<file path="config.mk">
export PLATFORM = sky130hd
export DESIGN_NAME = fb_port_ctrl
export DESIGN_NICKNAME = d
export VERILOG_FILES = /design/src/rtl/fb_port_ctrl.sv
export SDC_FILE = /design/constraint.sdc
export NUM_CORES = 1
export LEC_CHECK = 0
export ABC_CLOCK_PERIOD_IN_PS = 2700
export CAP_MARGIN = 15
export CORE_MARGIN = 4
export CORE_UTILIZATION = 41
export DETAILED_ROUTE_END_ITERATION = 8
export GPL_TIMING_DRIVEN = 0
export MAX_ROUTING_LAYER = met4
export PLACE_DENSITY = 0.8
export SLEW_MARGIN = 30
export SYNTH_ARGS = -nofsm -noshare
export SYNTH_HDL_FRONTEND = slang
export SYNTH_SLANG_ARGS = --single-unit
</file>
<file path="constraint.sdc">
create_clock -name clk -period 2.7 [get_ports clk]
set_input_delay 0.27 -clock clk [delete_from_list [all_inputs] [get_ports clk]]
set_output_delay 0.27 -clock clk [all_outputs]
set_load 0.05 [all_outputs]
</file>
<file path="src/rtl/fb_port_ctrl.sv">
// fb_port_ctrl: responder end of one frame-buffer port. Converts the capture
// controller's active-low write/read requests into single-beat Avalon-MM
// commands that walk a frame linearly from BASE_ADDR. Frame completion is
// reported with one-cycle full / rd_done pulses, and read data is returned
// registered with rd_data_valid.
module fb_port_ctrl #(
   parameter int ADDR_W      = 25,
   parameter int DATA_W      = 32,
   parameter int BASE_ADDR   = 0,
   parameter int FRAME_WORDS = 307200,
   parameter int MAX_OUTST   = 8
) (
   input  logic              clk,
   input  logic              reset,
   input  logic              wr_en,
   input  logic [DATA_W-1:0] wr_data,
   input  logic              rd_en,
   output logic              avl_ready,
   output logic              full,
   output logic              rd_done,
   output logic [DATA_W-1:0] rd_data,
   output logic              rd_data_valid,
   input  logic              mem_ready,
   output logic [ADDR_W-1:0] mem_addr,
   output logic              mem_write_req,
   output logic              mem_read_req,
   output logic              mem_burstbegin,
   output logic [2:0]        mem_size,
   output logic [DATA_W-1:0] mem_wdata,
   input  logic [DATA_W-1:0] mem_rdata,
   input  logic              mem_rdata_valid
);

   localparam int PTR_W = $clog2(FRAME_WORDS);
   localparam int OUT_W = $clog2(MAX_OUTST + 1);

   localparam logic [PTR_W-1:0]  LAST_PTR = PTR_W'(FRAME_WORDS - 1);
   localparam logic [PTR_W-1:0]  PTR_ONE  = PTR_W'(1);
   localparam logic [OUT_W-1:0]  OUT_MAX  = OUT_W'(MAX_OUTST);
   localparam logic [OUT_W-1:0]  OUT_ONE  = OUT_W'(1);
   localparam logic [ADDR_W-1:0] BASE     = ADDR_W'(BASE_ADDR);

   typedef enum logic [1:0] {
      ST_IDLE  = 2'd0,
      ST_WRITE = 2'd1,
      ST_READ  = 2'd2,
      ST_DRAIN = 2'd3
   } state_t;

   state_t            state_q, state_d;
   logic [PTR_W-1:0]  wr_ptr_q, wr_ptr_d;
   logic [PTR_W-1:0]  rd_ptr_q, rd_ptr_d;
   logic [PTR_W-1:0]  ret_ptr_q, ret_ptr_d;
   logic [OUT_W-1:0]  outst_q, outst_d;
   logic              full_q, full_d;
   logic              rd_done_q, rd_done_d;
   logic              rd_data_valid_q, rd_data_valid_d;
   logic [DATA_W-1:0] rd_data_q, rd_data_d;

   logic              wr_acc;
   logic              rd_acc;
   logic              rd_ret;

   // State register
   always_ff @(posedge clk) begin
      if (!reset) begin
         state_q <= ST_IDLE;
      end else begin
         state_q <= state_d;
      end
   end

   // Next-state: write wins over read in IDLE; READ waits out in-flight data in DRAIN
   always_comb begin
      state_d = state_q;
      case (state_q)
         ST_IDLE: begin
            if (!wr_en) begin
               state_d = ST_WRITE;
            end else if (!rd_en) begin
               state_d = ST_READ;
            end
         end
         ST_WRITE: begin
            if (wr_en) begin
               state_d = ST_IDLE;
            end
         end
         ST_READ: begin
            if (rd_en) begin
               state_d = (outst_d != '0) ? ST_DRAIN : ST_IDLE;
            end
         end
         ST_DRAIN: begin
            if (outst_q == '0) begin
               state_d = ST_IDLE;
            end
         end
         default: state_d = ST_IDLE;
      endcase
   end

   // Command outputs are combinational so the controller can pop its FIFO on avl_ready
   always_comb begin
      mem_write_req  = reset & ~wr_en & ((state_q == ST_IDLE) | (state_q == ST_WRITE));
      mem_read_req   = reset & ~rd_en & wr_en & ((state_q == ST_IDLE) | (state_q == ST_READ))
                       & (outst_q < OUT_MAX);
      mem_burstbegin = mem_write_req | mem_read_req;
      avl_ready      = reset & mem_ready;
      mem_addr       = BASE + (mem_write_req ? ADDR_W'(wr_ptr_q) : ADDR_W'(rd_ptr_q));
      mem_size       = 3'd1;
      mem_wdata      = wr_data;
   end

   // Pointer, outstanding-count and read-return bookkeeping
   always_comb begin
      wr_acc = mem_write_req & mem_ready;
      rd_acc = mem_read_req & mem_ready;
      // data arriving with nothing outstanding is stale (pre-reset) and is dropped
      rd_ret = mem_rdata_valid & (outst_q != '0);

      wr_ptr_d = wr_ptr_q;
      full_d   = 1'b0;
      if (wr_acc) begin
         if (wr_ptr_q == LAST_PTR) begin
            wr_ptr_d = '0;
            full_d   = 1'b1;
         end else begin
            wr_ptr_d = wr_ptr_q + PTR_ONE;
         end
      end

      rd_ptr_d = rd_ptr_q;
      if (rd_acc) begin
         rd_ptr_d = (rd_ptr_q == LAST_PTR) ? '0 : (rd_ptr_q + PTR_ONE);
      end

      ret_ptr_d       = ret_ptr_q;
      rd_done_d       = 1'b0;
      rd_data_valid_d = 1'b0;
      rd_data_d       = rd_data_q;
      if (rd_ret) begin
         rd_data_valid_d = 1'b1;
         rd_data_d       = mem_rdata;
         if (ret_ptr_q == LAST_PTR) begin
            ret_ptr_d = '0;
            rd_done_d = 1'b1;
         end else begin
            ret_ptr_d = ret_ptr_q + PTR_ONE;
         end
      end

      case ({rd_acc, rd_ret})
         2'b10:   outst_d = outst_q + OUT_ONE;
         2'b01:   outst_d = outst_q - OUT_ONE;
         default: outst_d = outst_q;
      endcase
   end

   // Datapath and status registers
   always_ff @(posedge clk) begin
      if (!reset) begin
         wr_ptr_q        <= '0;
         rd_ptr_q        <= '0;
         ret_ptr_q       <= '0;
         outst_q         <= '0;
         full_q          <= 1'b0;
         rd_done_q       <= 1'b0;
         rd_data_valid_q <= 1'b0;
         rd_data_q       <= '0;
      end else begin
         wr_ptr_q        <= wr_ptr_d;
         rd_ptr_q        <= rd_ptr_d;
         ret_ptr_q       <= ret_ptr_d;
         outst_q         <= outst_d;
         full_q          <= full_d;
         rd_done_q       <= rd_done_d;
         rd_data_valid_q <= rd_data_valid_d;
         rd_data_q       <= rd_data_d;
      end
   end

   assign full          = full_q;
   assign rd_done       = rd_done_q;
   assign rd_data_valid = rd_data_valid_q;
   assign rd_data       = rd_data_q;

endmodule

</file>
==> flow_metrics.tcl <==
set metrics [dict create \
    clk_pin_slew_ns 0.08 \
    use_met3 0.0282 \
    layout-drive-gt1-share 0.153 \
    ant_nets 0 \
    finalWorstSetupSlack_ns 0.165 \
    synthTopCellsByCount "dfxtp_1 (98), nand2_1 (96), nor2_1 (65)" \
    synth_most_common_cell "dfxtp_1" \
    synthArstFlopShare 0 \
    start_kind "primary input" \
    n_antenna_cell 0 \
    antenna_found_initial 0 \
    critPathMaxStageDelay_ns 0.86 \
    nNetsFinal 791 \
    tightest_slew_ns 0.703 \
    ys_seq_elements 98 \
    final.setup.tns_ns 0 \
    drc 0 \
    cts_tree "done" \
    die_w_um 116 \
    cts_max_level 3 \
    ir_worst_vdd_v 0.000435 \
    busiest_layer "met2" \
    max_freq_mhz 395 \
    synth_top_area_cell "dfxtp_1" \
    firstDrtPassIters 4 \
    place_area_um2 6270 \
    die_y_um 116 \
    r2r-end "state_q[0]" \
    core_area_um2 11400 \
    p_per_area_nw_per_um2 735 \
    cts.sinks 98 \
    setup_violations 0 \
    io_pins 169 \
    cp-end-kind "output port" \
    hold_start "reset" \
    maxSlewHeadroom 0.528 \
    crit_type "primary input to output port" \
    period_share 0.939 \
    rows 39 \
    crit_top_cell "buf_2" \
    io_buffers 126 \
    syn_inst 569 \
    cts_buffers 9 \
    viasPerCell 5.00 \
    post-place-ws_ns -0.778 \
    whs_endpoint "wr_ptr_q[4]" \
    finalClockSkew_ns 0.0123 \
    drv_slew 0 \
    initial_core_util 0.419 \
    period_needed_ns 2.53 \
    synth_area_leaders "dfxtp_1 (41%), nand2_1 (7.5%), xor2_1 (7.0%), buf_4 (6.6%), nor2_1 (5.1%)" \
    wirelength_um 12400 \
    crit_required_ns 2.43 \
    grtUsageMet2 0.307 \
    r2r_start "outst_q[3]" \
    clk_latency_ns 0.35 \
    grt_pass1_wl_um 19400 \
    path_cells "buf_2 > clkinv_1 > nor3_2 > buf_2 > clkdlybuf4s50_1" \
    synth_edf_count 0 \
    stdcell_area_um2 6620 \
    vias 4314 \
    wl_per_cell_um 14.4 \
    drt_iter0_markers 285 \
    syn_area_um2 4790 \
    outcome "completed" \
    synthDistinctLibCells 53 \
    syn2layout_area_growth_pct 38.4 \
    synth_top_area_frac 0.410 \
    reg2reg_depth 10 \
    grt_pass1_vias 4204 \
    hold_depth 3 \
    grt.met1_usage 0.222 \
    cts_hold_buf 0 \
    power_uw 4870 \
    clockBufferDepth 2 \
    p_leak_uw 0.00264 \
    synth_area_per_cell_um2 8.41 \
    synth-seq-area-share 0.410 \
    rsz0062_at_grt "no" \
    slowest_stage "clkdlybuf4s50_1" \
    grt_max_degree 20 \
    globalRouteOverflowTotal 0 \
    finalWeightedCongestion 0.844 \
    yosysWarnings 0 \
    drv_cap 0 \
    holdCritPathClass "primary input to flip-flop" \
    synth_ff_type "dfxtp_1" \
    r2r_setup_slack_ns 0.19 \
    cp.arrival_ns 2.26 \
    post-dp-hpwl_um 9470 \
    grt_usage 0.182 \
    critPathMaxFanout 10 \
    finalHoldViolCount 0 \
    clockRootBuffer "clkbuf_16" \
    die_area_um2 13500 \
]
## sequential cells by signal (all words and copies together) (netlist names)
signal         cells
rd_ptr_q          19
state_q            2
ret_ptr_q         19
rd_data_valid      1
rd_done            1
wr_ptr_q          19
outst_q            4
full               1
rd_data           32
## critical path, delay by kind of cell
family / cells / cell delay [ns]
and+or+nand+nor: 1 / 0.31
buffers and inverters: 4 / 1.67
## kinds of logic (layout without fill, tap and decap cells)
family	after synthesis	count (layout)	share of synthesized area
AO/OA/AOI/OAI	57	57	0.0698
XOR/XNOR	50	50	0.0915
adder cells (fa/ha/maj)	7	7	0.0199
buffers and inverters	74	217	0.0928
flip-flops	98	98	0.410
multiplexers	20	20	0.0468
other	2	9	0.00157
AND/OR/NAND/NOR	261	261	0.268
## how the worst max path moves through the flow
stage / startpoint / to / slack (ns) / depth (start not counted)
after floorplan: outst_q[3] / state_q[0] / 0.008 / 11
final: reset / mem_write_req / 0.17 / 5
after global placement: mem_rdata_valid / state_q[0] / -0.69 / 12
after global routing: outst_q[1] / state_q[0] / 0.01 / 11
after CTS: outst_q[2] / state_q[0] / 0.003 / 10
after detailed placement: mem_rdata_valid / state_q[0] / -0.78 / 12
## area by class of cell
| type | instances | area [µm²] |
|---|---|---|
| timing repair buffer | 128 | 1250 |
| clock inverter | 7 | 61.3 |
| fill | 1006 | 4790 |
| buffer | 64 | 413 |
| clock buffer | 9 | 225 |
| sequential | 98 | 1970 |
| tap | 143 | 179 |
| multi-input combinational | 404 | 2490 |
| inverter | 9 | 38.8 |
## report_power, final
group / total [µW] / internal [µW] / leakage [µW] / switching, µW
sequential: 1750 / 1620 / 0.000794 / 132
clock: 1260 / 645 / 0.000140 / 612
combinational: 1860 / 668 / 0.00170 / 1200
## per-stage QoR
step	utilization	cells	hold WS (ns)
finish	0.580	862	0.335
CTS	0.577	862	0.333
global placement	0.549	845	0.441
floorplan	-	576	0.406
global route	0.580	862	0.364
detailed placement	0.549	845	0.447
## repair_timing
item                                    in CTS  in global routing
setup buffers                                2                  0
gates resized for setup                     29                 10
endpoints found under the setup margin      26                  4
pin swaps                                    3                  0
## layout by cell type, fill, tap and decap left out, types with 4 or more instances in the layout
cell type,n
dlygate4sd2_1,20
dfxtp_1,95
clkbuf_16,9
buf_2,6
nor3_1,12
and4_1,5
conb_1,9
inv_1,7
nand2_1,96
clkdlybuf4s50_1,105
buf_4,44
mux2_2,19
nor2_1,65
a21oi_1,37
nor4_1,4
xor2_1,38
ha_1,4
clkbuf_1,13
and3_1,13
xnor2_1,12
nand3_1,23
nand4_1,14
## per-layer routing
layer | wire [µm] | vias up
met4 | 202 | 0
met2 | 6320 | 107
met5 | 0 | -
met1 | 5270 | 2031
met3 | 586 | 18
li1 | - | 2158
No activity file was read; power rests on OpenSTA's default activity.
